===== src/rtl/next_pc_predictor_pkg.sv =====
// Shared types and helpers for the next-PC predictor: counter encoding,
// BTB entry layout, saturating counter updates and index-width derivation.
package next_pc_predictor_pkg;

  // Widest supported address. Entry fields are sized to this so that one
  // typedef serves every ADDR_W. The unused upper bits are always written
  // as zero and are trimmed by synthesis.
  localparam int unsigned MaxAddrW = 64;

  // 2-bit saturating branch counter. The msb gives the taken prediction.
  typedef enum logic [1:0] {
    CtrSnt = 2'b00,
    CtrWnt = 2'b01,
    CtrWt  = 2'b10,
    CtrSt  = 2'b11
  } ctr_e;

  typedef struct packed {
    logic                valid;
    logic [MaxAddrW-1:0] tag;
    logic [MaxAddrW-1:0] target;
    ctr_e                ctr;
  } btb_entry_t;

  // Index width for a power-of-two BTB depth.
  function automatic int unsigned btb_idx_w(input int unsigned depth);
    return $clog2(depth);
  endfunction

  function automatic ctr_e ctr_inc(input ctr_e c);
    return (c == CtrSt) ? CtrSt : ctr_e'(c + 2'd1);
  endfunction

  function automatic ctr_e ctr_dec(input ctr_e c);
    return (c == CtrSnt) ? CtrSnt : ctr_e'(c - 2'd1);
  endfunction

endpackage


===== src/rtl/next_pc_predictor_if.sv =====
// Fetch/execute-side signal bundle of the next-PC predictor.
// The master side drives stall, redirect and branch resolutions.
// The slave side (the predictor) returns the fetch address and its prediction.
interface next_pc_predictor_if #(
  parameter int unsigned ADDR_W = 32
);
  logic              stall;
  logic              redirect;
  logic [ADDR_W-1:0] redirect_pc;
  logic              resolve_valid;
  logic [ADDR_W-1:0] resolve_pc;
  logic              resolve_taken;
  logic [ADDR_W-1:0] resolve_target;

  logic [ADDR_W-1:0] pc_o;
  logic [ADDR_W-1:0] pc_plus_4;
  logic              pred_taken_o;
  logic [ADDR_W-1:0] next_addr_o;

  modport master (
    output stall,
    output redirect,
    output redirect_pc,
    output resolve_valid,
    output resolve_pc,
    output resolve_taken,
    output resolve_target,
    input  pc_o,
    input  pc_plus_4,
    input  pred_taken_o,
    input  next_addr_o
  );

  modport slave (
    input  stall,
    input  redirect,
    input  redirect_pc,
    input  resolve_valid,
    input  resolve_pc,
    input  resolve_taken,
    input  resolve_target,
    output pc_o,
    output pc_plus_4,
    output pred_taken_o,
    output next_addr_o
  );

endinterface


===== src/rtl/next_pc_predictor_btb_table.sv =====
// Direct-mapped branch target buffer storage.
// Two combinational read ports: fetch lookup and training probe.
// One synchronous write port.
// Reset clears every valid bit and sets every counter to weakly-not-taken.
// Tags and targets are left unreset.
module next_pc_predictor_btb_table
  import next_pc_predictor_pkg::*;
#(
  parameter int unsigned Depth = 16,
  parameter int unsigned IdxW  = btb_idx_w(Depth)
) (
  input  logic            clk,
  input  logic            rst,
  input  logic [IdxW-1:0] rd_idx,
  output btb_entry_t      rd_entry,
  input  logic [IdxW-1:0] probe_idx,
  output btb_entry_t      probe_entry,
  input  logic            wr_en,
  input  logic [IdxW-1:0] wr_idx,
  input  btb_entry_t      wr_entry
);

  btb_entry_t entries [Depth];

  for (genvar g = 0; g < Depth; g++) begin : g_entry
    btb_entry_t entry_q;

    // Per-entry storage: a sync reset touches only valid/ctr; a write replaces the whole entry.
    always_ff @(posedge clk) begin
      if (!rst) begin
        entry_q.valid <= 1'b0;
        entry_q.ctr   <= CtrWnt;
      end else if (wr_en && (wr_idx == IdxW'(g))) begin
        entry_q <= wr_entry;
      end
    end

    assign entries[g] = entry_q;
  end

  // Reads see pre-edge contents, so a same-cycle write is not forwarded.
  assign rd_entry    = entries[rd_idx];
  assign probe_entry = entries[probe_idx];

endmodule


===== src/rtl/next_pc_predictor.sv =====
// Fetch-stage next-address unit. It holds the registered PC.
// Each cycle it picks redirect, stall hold, predicted target or PC+4.
// It also trains the BTB from execute-stage branch resolutions.
module next_pc_predictor
  import next_pc_predictor_pkg::*;
#(
  parameter int unsigned       ADDR_W    = 32,
  parameter int unsigned       BTB_DEPTH = 16,
  parameter logic [ADDR_W-1:0] RESET_PC  = '0
) (
  input logic               clk,
  input logic               rst,
  next_pc_predictor_if.slave bus
);

  // ADDR_W must exceed IDX_W + 2 and must not exceed MaxAddrW.
  localparam int unsigned IdxW   = btb_idx_w(BTB_DEPTH);
  localparam int unsigned TagLsb = IdxW + 2;

  logic [ADDR_W-1:0]   pc_q;
  logic [ADDR_W-1:0]   next_addr;
  logic [ADDR_W-1:0]   pc_plus_4;
  logic [ADDR_W-1:0]   pred_target;

  logic [IdxW-1:0]     rd_idx;
  logic [IdxW-1:0]     tr_idx;
  logic [MaxAddrW-1:0] rd_tag;
  logic [MaxAddrW-1:0] tr_tag;

  btb_entry_t          rd_entry;
  btb_entry_t          tr_entry;
  btb_entry_t          wr_entry;
  logic                wr_en;
  logic                rd_hit;
  logic                tr_hit;
  logic                pred_taken;

  // Fetch-side lookup on the current PC.
  assign rd_idx      = pc_q[TagLsb-1:2];
  assign rd_tag      = MaxAddrW'(pc_q[ADDR_W-1:TagLsb]);
  assign rd_hit      = rd_entry.valid && (rd_entry.tag == rd_tag);
  assign pred_taken  = rd_hit && rd_entry.ctr[1];
  assign pred_target = rd_entry.target[ADDR_W-1:0];
  assign pc_plus_4   = pc_q + ADDR_W'(4);

  // Training-side probe on the resolved branch address.
  assign tr_idx = bus.resolve_pc[TagLsb-1:2];
  assign tr_tag = MaxAddrW'(bus.resolve_pc[ADDR_W-1:TagLsb]);
  assign tr_hit = tr_entry.valid && (tr_entry.tag == tr_tag);

  next_pc_predictor_btb_table #(
    .Depth (BTB_DEPTH),
    .IdxW  (IdxW)
  ) u_btb_table (
    .clk         (clk),
    .rst         (rst),
    .rd_idx      (rd_idx),
    .rd_entry    (rd_entry),
    .probe_idx   (tr_idx),
    .probe_entry (tr_entry),
    .wr_en       (wr_en),
    .wr_idx      (tr_idx),
    .wr_entry    (wr_entry)
  );

  // Next-address priority: redirect, then stall hold, then predicted target, then PC+4.
  always_comb begin
    next_addr = pc_plus_4;
    if (bus.redirect) begin
      next_addr = bus.redirect_pc;
    end else if (bus.stall) begin
      next_addr = pc_q;
    end else if (pred_taken) begin
      next_addr = pred_target;
    end
  end

  // Training decision. Stall and redirect do not affect it; a not-taken miss leaves the BTB untouched.
  always_comb begin
    wr_en    = 1'b0;
    wr_entry = tr_entry;
    if (bus.resolve_valid) begin
      if (bus.resolve_taken) begin
        wr_en           = 1'b1;
        wr_entry.valid  = 1'b1;
        wr_entry.tag    = tr_tag;
        wr_entry.target = MaxAddrW'(bus.resolve_target);
        wr_entry.ctr    = tr_hit ? ctr_inc(tr_entry.ctr) : CtrWt;
      end else if (tr_hit) begin
        wr_en        = 1'b1;
        wr_entry.ctr = ctr_dec(tr_entry.ctr);
      end
    end
  end

  // PC register: a synchronous active-low reset overrides stall and redirect.
  always_ff @(posedge clk) begin
    if (!rst) begin
      pc_q <= RESET_PC;
    end else begin
      pc_q <= next_addr;
    end
  end

  assign bus.pc_o         = pc_q;
  assign bus.pc_plus_4    = pc_plus_4;
  assign bus.pred_taken_o = pred_taken;
  assign bus.next_addr_o  = next_addr;

  // Branches are word aligned, so the resolve address byte offset is never looked at.
  logic unused_resolve_lsb;
  assign unused_resolve_lsb = ^bus.resolve_pc[1:0];

  if (ADDR_W < MaxAddrW) begin : g_unused_hi
    logic unused_target_hi;
    assign unused_target_hi = ^rd_entry.target[MaxAddrW-1:ADDR_W];
  end

endmodule


===== src/flat_wrapper.sv =====
// flat-port wrapper written by rule: the top's interface ports become plain ports
module next_pc_predictor_flat import next_pc_predictor_pkg::*;
#(
  parameter int unsigned       ADDR_W    = 32,
  parameter int unsigned       BTB_DEPTH = 16,
  parameter logic [ADDR_W-1:0] RESET_PC  = '0
)
  (clk, rst, bus_stall, bus_redirect, bus_redirect_pc, bus_resolve_valid, bus_resolve_pc, bus_resolve_taken, bus_resolve_target, bus_pc_o, bus_pc_plus_4, bus_pred_taken_o, bus_next_addr_o);
  next_pc_predictor_if #(.ADDR_W(ADDR_W)) bus_i ();
  input logic clk;
  input logic rst;
  input wire logic [$bits(bus_i.stall)-1:0] bus_stall;
  input wire logic [$bits(bus_i.redirect)-1:0] bus_redirect;
  input wire logic [$bits(bus_i.redirect_pc)-1:0] bus_redirect_pc;
  input wire logic [$bits(bus_i.resolve_valid)-1:0] bus_resolve_valid;
  input wire logic [$bits(bus_i.resolve_pc)-1:0] bus_resolve_pc;
  input wire logic [$bits(bus_i.resolve_taken)-1:0] bus_resolve_taken;
  input wire logic [$bits(bus_i.resolve_target)-1:0] bus_resolve_target;
  output wire logic [$bits(bus_i.pc_o)-1:0] bus_pc_o;
  output wire logic [$bits(bus_i.pc_plus_4)-1:0] bus_pc_plus_4;
  output wire logic [$bits(bus_i.pred_taken_o)-1:0] bus_pred_taken_o;
  output wire logic [$bits(bus_i.next_addr_o)-1:0] bus_next_addr_o;
  assign bus_i.stall = bus_stall;
  assign bus_i.redirect = bus_redirect;
  assign bus_i.redirect_pc = bus_redirect_pc;
  assign bus_i.resolve_valid = bus_resolve_valid;
  assign bus_i.resolve_pc = bus_resolve_pc;
  assign bus_i.resolve_taken = bus_resolve_taken;
  assign bus_i.resolve_target = bus_resolve_target;
  assign bus_pc_o = bus_i.pc_o;
  assign bus_pc_plus_4 = bus_i.pc_plus_4;
  assign bus_pred_taken_o = bus_i.pred_taken_o;
  assign bus_next_addr_o = bus_i.next_addr_o;
  next_pc_predictor #(.ADDR_W(ADDR_W), .BTB_DEPTH(BTB_DEPTH), .RESET_PC(RESET_PC)) u_core (.clk(clk), .rst(rst), .bus(bus_i));
endmodule

===== config.mk =====
export PLATFORM = sky130hd
export DESIGN_NAME = next_pc_predictor_flat
export DESIGN_NICKNAME = d
export VERILOG_FILES = /design/src/rtl/next_pc_predictor_pkg.sv /design/src/rtl/next_pc_predictor_if.sv /design/src/rtl/next_pc_predictor_btb_table.sv /design/src/rtl/next_pc_predictor.sv /design/src/flat_wrapper.sv
export SDC_FILE = /design/constraint.sdc
export NUM_CORES = 2
export LEC_CHECK = 0
export CAP_MARGIN = 20
export CORE_UTILIZATION = 40
export DETAILED_ROUTE_END_ITERATION = 6
export PLACE_DENSITY = 0.53
export SLEW_MARGIN = 20
export SYNTH_ARGS = -nofsm -noshare
export SYNTH_HDL_FRONTEND = slang
export SYNTH_SLANG_ARGS = --single-unit

===== constraint.sdc =====
create_clock -name clk -period 17 [get_ports clk]
set_clock_uncertainty 0.15 [all_clocks]
set_input_delay 1.7 -clock clk [delete_from_list [all_inputs] [get_ports clk]]
set_output_delay 1.7 -clock clk [all_outputs]
set_load 0.01 [all_outputs]

# Word-level counts from Yosys, hierarchy flattened
# Index checks and enable logic that the tools add are counted.
[totals]
register_bits = 2128
latch_bits = 0
mem_bits_rw = 0
romBits = 0
input_bits = 102
output_inout_bits = 97
memories = 0
[classes]
add_sub_neg = 3
mul = 0
div = 0
magnitude_cmp = 2
eq_ne = 18
shift = 0
n_mux = 19
bitwise = 2
n_reduce_logical = 37
[ops]
columns = ["op", "n"]
rows = [
  ["$bmux 131 s4", 2],
  ["$mux 131", 5],
  ["$mux 129", 1],
  ["$eq 64x26->1", 2],
  ["$mux 32", 3],
  ["$add 32x3->32 const B", 1],
  ["$eq 4x4->1 const B", 8],
  ["$reduce_and 2->1", 16],
  ["$logic_and 1x1->1", 19],
  ["$eq 4x3->1 const B", 4],
  ["$ge 5x5->1 const B", 2],
  ["$mux 2", 5],
  ["$not 4->5", 2],
  ["$eq 4x2->1 const B", 2],
  ["$eq 4x1->1 const B", 1],
  ["$logic_not 4->1", 1],
  ["$mux 1", 3],
  ["$add 2x1->2 const B", 1],
  ["$eq 2x2->1 const B", 1],
  ["$logic_not 2->1", 1],
  ["$sub 2x1->2 const B", 1],
]

# Logic depth before layout (Yosys ltp)
[logic_depth]
depth_word = 11
mapped_depth = 16

# By module
# Synthesis repeated with hierarchy kept, for this count alone.
[hier_totals]
cells_unflattened = 4881
area_unflattened_um2 = 99889.6
[modules_own_cells]
columns = ["mod", "n_inst", "cells_per_inst", "area_per_inst_um2", "seq_area_each_um2"]
rows = [
  ["next_pc_predictor_btb_table", 1, 4237, 95041.2, 62459.9],
  ["next_pc_predictor", 1, 644, 4848.4, 640.6],
]

# Worst setup path before layout
# Ideal clock, no wire load.
[synth_path]
path_kind = "input to register"
from = "input port bus_resolve_pc[2]"
to = "register u_core.u_btb_table.g_entry[8].entry_q, in the netlist u_core.u_btb_table.entries[1000] (enable)"
arrival_time_ns = 11.115
required_ns = 16.181
slack_ns = 5.066
stages = 15
path_buffers = 6
path_cell_list = "buf_6 buf_6 buf_4 buf_2 mux4_2 a22oi_1 nand2_1 nor2_1 o2111ai_1 nor4_4 nand4_4 and2_1 buf_6 buf_6 nor3_1"
[synth_between]
elab_chain_len = 11
word_cells_on_any_way = 12
classes_between = "eq/ne (2); mux (6); bitwise (1); reduce/logical (3)"
[synth_lines]
columns = ["element", "line_no", "rtl"]
rows = [
  ["start: declaration", "flat_wrapper.sv:16", "input wire logic [$bits(bus_i.resolve_pc)-1:0] bus_resolve_pc;"],
  ["$not 4->5 (not written as such)", "next_pc_predictor_btb_table.sv:43", "assign probe_entry = entries[probe_idx];"],
  ["$bmux 131 s4", "next_pc_predictor_btb_table.sv:43", ""],
  ["$mux 131 (not written as such) (2 in a row)", "next_pc_predictor_btb_table.sv:43", ""],
  ["$eq 64x26->1", "next_pc_predictor.sv:49", "assign tr_hit = tr_entry.valid && (tr_entry.tag == tr_tag);"],
  ["$logic_and 1x1->1", "next_pc_predictor.sv:49", ""],
  ["$mux 1", "next_pc_predictor.sv:89", "end else if (tr_hit) begin"],
  ["$mux 1", "next_pc_predictor.sv:83", "if (bus.resolve_taken) begin"],
  ["$mux 1", "next_pc_predictor.sv:82", "if (bus.resolve_valid) begin"],
  ["$logic_and 1x1->1 (*)", "next_pc_predictor_btb_table.sv:33", "end else if (wr_en && (wr_idx == IdxW'(g))) begin"],
  ["$reduce_and 2->1 (no line) (*)", "-", ""],
  ["end signal: assignment", "next_pc_predictor_btb_table.sv:34", "entry_q <= wr_entry;"],
  ["end: declaration", "next_pc_predictor_btb_table.sv:26", "btb_entry_t entry_q;"],
]
# Mark *: on every way between the ends. The rest lies on a longest branch, timed or not. The select of a mux whose other input is x is not followed.
# A chain may end at the register's enable or synchronous reset.

# Final worst setup path
[layout_path]
from = "input port bus_resolve_pc[2]"
to = "register u_core.u_btb_table.g_entry[4].entry_q, in the netlist u_core.u_btb_table.entries[1468] (enable)"
[layout_between]
elab_chain_len = 11
word_cells_on_any_way = 12
classes_between = "eq/ne (2); mux (6); bitwise (1); reduce/logical (3)"
[layout_lines]
columns = ["element", "line_no"]
rows = [
  ["$not 4->5 (not written as such)", "next_pc_predictor_btb_table.sv:43"],
  ["$bmux 131 s4", "next_pc_predictor_btb_table.sv:43"],
  ["$mux 131 (not written as such) (2 in a row)", "next_pc_predictor_btb_table.sv:43"],
  ["$eq 64x26->1", "next_pc_predictor.sv:49"],
  ["$logic_and 1x1->1", "next_pc_predictor.sv:49"],
  ["$mux 1", "next_pc_predictor.sv:89"],
  ["$mux 1", "next_pc_predictor.sv:83"],
  ["$mux 1", "next_pc_predictor.sv:82"],
  ["$logic_and 1x1->1 (*)", "next_pc_predictor_btb_table.sv:33"],
  ["$reduce_and 2->1 (no line) (*)", "-"],
  ["end signal: assignment", "next_pc_predictor_btb_table.sv:34"],
  ["end: declaration", "next_pc_predictor_btb_table.sv:26"],
]
# Marks and branches as above.

==> impl_metrics.toml <==
[pwr]
p_per_area_mw_per_mm2 = 108.3
ir_drop_v = 0.00007941
power.static_leakage_nw = 26.10

[clock_network]
post_cts.resized_instances = 0
cts_bufs_inserted = 178
clock_tree.root_cell = "sky130_fd_sc_hd__clkbuf_16"
cts_num_sinks = 1616
cts-htree-levels = 4
clkTransAtPathRegs_ns = 0.06
clock_tree.buffer_depth = 3
hold_bufs_inserted_after_cts = 0
postCtsSetupBuffers = 0
clk_latency_ns = 0.83
clock_tree_from_tritoncts = "done"

[place]
io_buffers = 196
gp_congestion = 0.8505
detailed_place_hpwl_um = 145300
preCtsSetupSlack_ns = 6.145

[drt]
route.detailed.vias_per_inst = 6.254
remaining_drc_errors = 0
antenna_left = 0
total_number_of_vias = 43390
drt-initial-drc-count = 5022
drt_wl_total_um = 237000
detail_route.first_pass.iterations = 6
post_drt_wl_per_cell_um = 34.16

[floorplanning]
std_cell_rows = 157
core_area_sq_mm = 0.1831
design.portCount = 199
die_area_sq_mm = 0.1860
fp.dieH_um = 431.3
die-width_um = 431.3
start_util_pct = 40.27

[timing]
finalCriticalPeriod_ns = 9.725
rsz_0062_raised_after_global_routing = "false"
setup_violations = 0
tightest_slew_ns = 1.166
final-hold-violation-count = 0
totalNegativeSetupSlack_ns = 0
min_period_over_period_pct = 57.21
worst_max_slew_margin_expressed_relative_to_the_limit_pct = 21.23
count_of_pins_over_their_slew_limit = 0
setup_ws_ns = 7.275
timing.fmax_mhz = 102.8

[global_routing]
antenna_violations_before_repair = 5
grtUsageTotal_pct = 25.28
grt_pass1_wl_um = 333100
grt_overflow_total = 0
vias_in_the_first_global_route = 43670
grt_start_max_net_pins = 112

[logic_synthesis]
top_area_cell_type_share_of_the_netlist_area_pct = 62.56
total_number_of_yosys_warnings = 0
syn-instance-count = 4104
synth_ff_type = "sky130_fd_sc_hd__edfxtp_1"
postSynthRegisterBits = 1616
ys_seq_area_share_pct = 64.73
synth.most_common_cell = "sky130_fd_sc_hd__edfxtp_1"
synthesis.area_per_instance_sq_um = 17.96
synth.largest_area_cell = "sky130_fd_sc_hd__edfxtp_1"
netlist_area_sq_mm = 0.07373
cells_taking_the_most_area_after_synthesis = "sky130_fd_sc_hd__edfxtp_1, sky130_fd_sc_hd__mux4_2, sky130_fd_sc_hd__mux2i_1"
synth_cell_types = 79
async_reset_ff_share_pct = 0
postSynthNetCount = 4207
synth_enable_flop_cells = 1536
yosys-top-cells-count = "sky130_fd_sc_hd__edfxtp_1, sky130_fd_sc_hd__mux4_2, sky130_fd_sc_hd__nand2_1, sky130_fd_sc_hd__mux2i_1, sky130_fd_sc_hd__nor2_1"

[critical_path]
reg2reg_from = "u_core.u_btb_table.entries[1671]"
critPathArrivalTime_ns = 9.99
critPathLaunch = "bus_resolve_pc[2]"
cp-start-kind = "input port"
worst-endpoint-required_ns = 17.26
cp-end-kind = "register"
crit_fanout = 82
critical_setup_path_class = "input port to register"

[worst_hold_path]
min-delay-path-class = "register to register"
hold_start = "u_core.u_btb_table.entries[394]"

[layout]
fin_util_pct = 45.97
num_antenna_cells = 0
layout-drive-gt1-share_pct = 25.12
ff_latch_area_sq_mm = 0.04774
area_occupied_by_multi_input_gates_sq_mm = 0.02466
final.fill_count = 15730
area.growth.synth_to_final_pct = 14.15
fin_nets = 4429

[flow_run]
timing.max_cap.violations = 0

[outcome]
outcome = "completed"
[worst paths after layout]
| check | slack [ns] | endpoint | cells past startpoint |
|---|---|---|---|
| max | 7.27 | u_core.u_btb_table.entries[1468] | 15 |
| min | 0.33 | u_core.u_btb_table.entries[394] | 2 |
| max reg2reg | 9.73 | u_core.u_btb_table.entries[1468] | 11 |
| min reg2reg | 0.33 | u_core.u_btb_table.entries[394] | 2 |
[critical path, cell delays in order]
cell	delay, ns
sky130_fd_sc_hd__buf_8	0.53
sky130_fd_sc_hd__buf_4	0.46
sky130_fd_sc_hd__buf_16	0.30
sky130_fd_sc_hd__buf_12	0.54
sky130_fd_sc_hd__mux4_2	0.63
sky130_fd_sc_hd__a22oi_1	0.29
sky130_fd_sc_hd__nand2_1	0.11
sky130_fd_sc_hd__nor4_1	0.86
sky130_fd_sc_hd__nand2_1	0.43
sky130_fd_sc_hd__a2111oi_4	0.57
sky130_fd_sc_hd__nand4_4	0.47
sky130_fd_sc_hd__and2_1	0.39
sky130_fd_sc_hd__nor3_4	0.86
sky130_fd_sc_hd__buf_4	0.76
sky130_fd_sc_hd__buf_4	0.90
[registers in the layout, summed over array words and instances, names as in the netlist]
signal	count
u_core.u_btb_table.entries	1584
u_core.bus.pc_o	32
[cell families after synthesis]
kind of cell	share of synthesized area, %
AO/OA/AOI/OAI	4.896
XOR/XNOR	0.9741
adder cells (fa/ha/maj)	0.03055
buffers and inverters	2.123
flip-flops	64.73
multiplexers	22.11
AND/OR/NAND/NOR	5.127
[layer usage]
layer  routed length, um  GRT usage, %
met4                6108         6.738
met3               16030         3.750
met2              115500         41.40
met5                  12             0
met1               99420         35.33
[power by group]
part           switching (W)  internal (W)  total (W)
Clock                0.00162       0.00213    0.00374
Sequential         0.0000305       0.00445    0.00448
Combinational       0.000554      0.000334   0.000888
Total                0.00220       0.00692    0.00911
[cells in the final DEF (no fill, tap or decap), drive strengths merged, types with 6 or more instances in the layout]
master         synthesis  routed
xnor2                 62      62
o22ai                 16      16
inv                   17      25
nand2b                 6       6
or4                   18      18
o21a                  22      22
o221ai                 7       7
a21oi                130     130
buf                  164     133
bufinv                 0      11
edfxtp              1536    1536
a22o                  35      35
a221oi                61      61
a211oi                33      33
clkinvlp               0       6
nor3                  41      41
nor4                 122     122
nor2                 122     122
or3                    8       8
xor2                  20      20
nand3                 45      45
clkbuf               116     212
mux4                 614     614
dfxtp                 80      80
o2111ai                6       6
nor4b                 15      15
mux2i                226     226
nand4b                 6       6
clkdlybuf4s50          0     189
nand4                 37      37
and2                  11      11
a22oi                102     102
mux2                  18      18
o31ai                 10      10
nand2                268     268
clkinv                 3      94
nor2b                 30      30
and3                   8       8
o21ai                 43      43
[cell type report]
| class | instances | share of cell area (%) |
|---|---|---|
| sequential | 1616 | 56.73 |
| timing repair buffer | 322 | 3.558 |
| tap | 2464 | 3.663 |
| inverter | 20 | 0.08921 |
| multi-input combinational | 2188 | 29.31 |
| clock inverter | 116 | 1.094 |
| clock buffer | 212 | 5.556 |
[per-stage QoR]
stage / hold slack [ns] / instance area, sq um / total power, W / instances
2_1_floorplan: 0.2947 / 73730 / 0.005096 / 4104
3_3_place_gp: 0.3109 / 78460 / 0.005448 / 6609
3_5_place_dp: 0.3174 / 78470 / 0.005452 / 6609
4_1_cts: 0.3264 / 84070 / 0.009177 / 6937
5_1_grt: 0.3405 / 84150 / 0.009374 / 6938
6_report: 0.3255 / 84150 / 0.009115 / 6938
(Power assumes the default switching activity.)
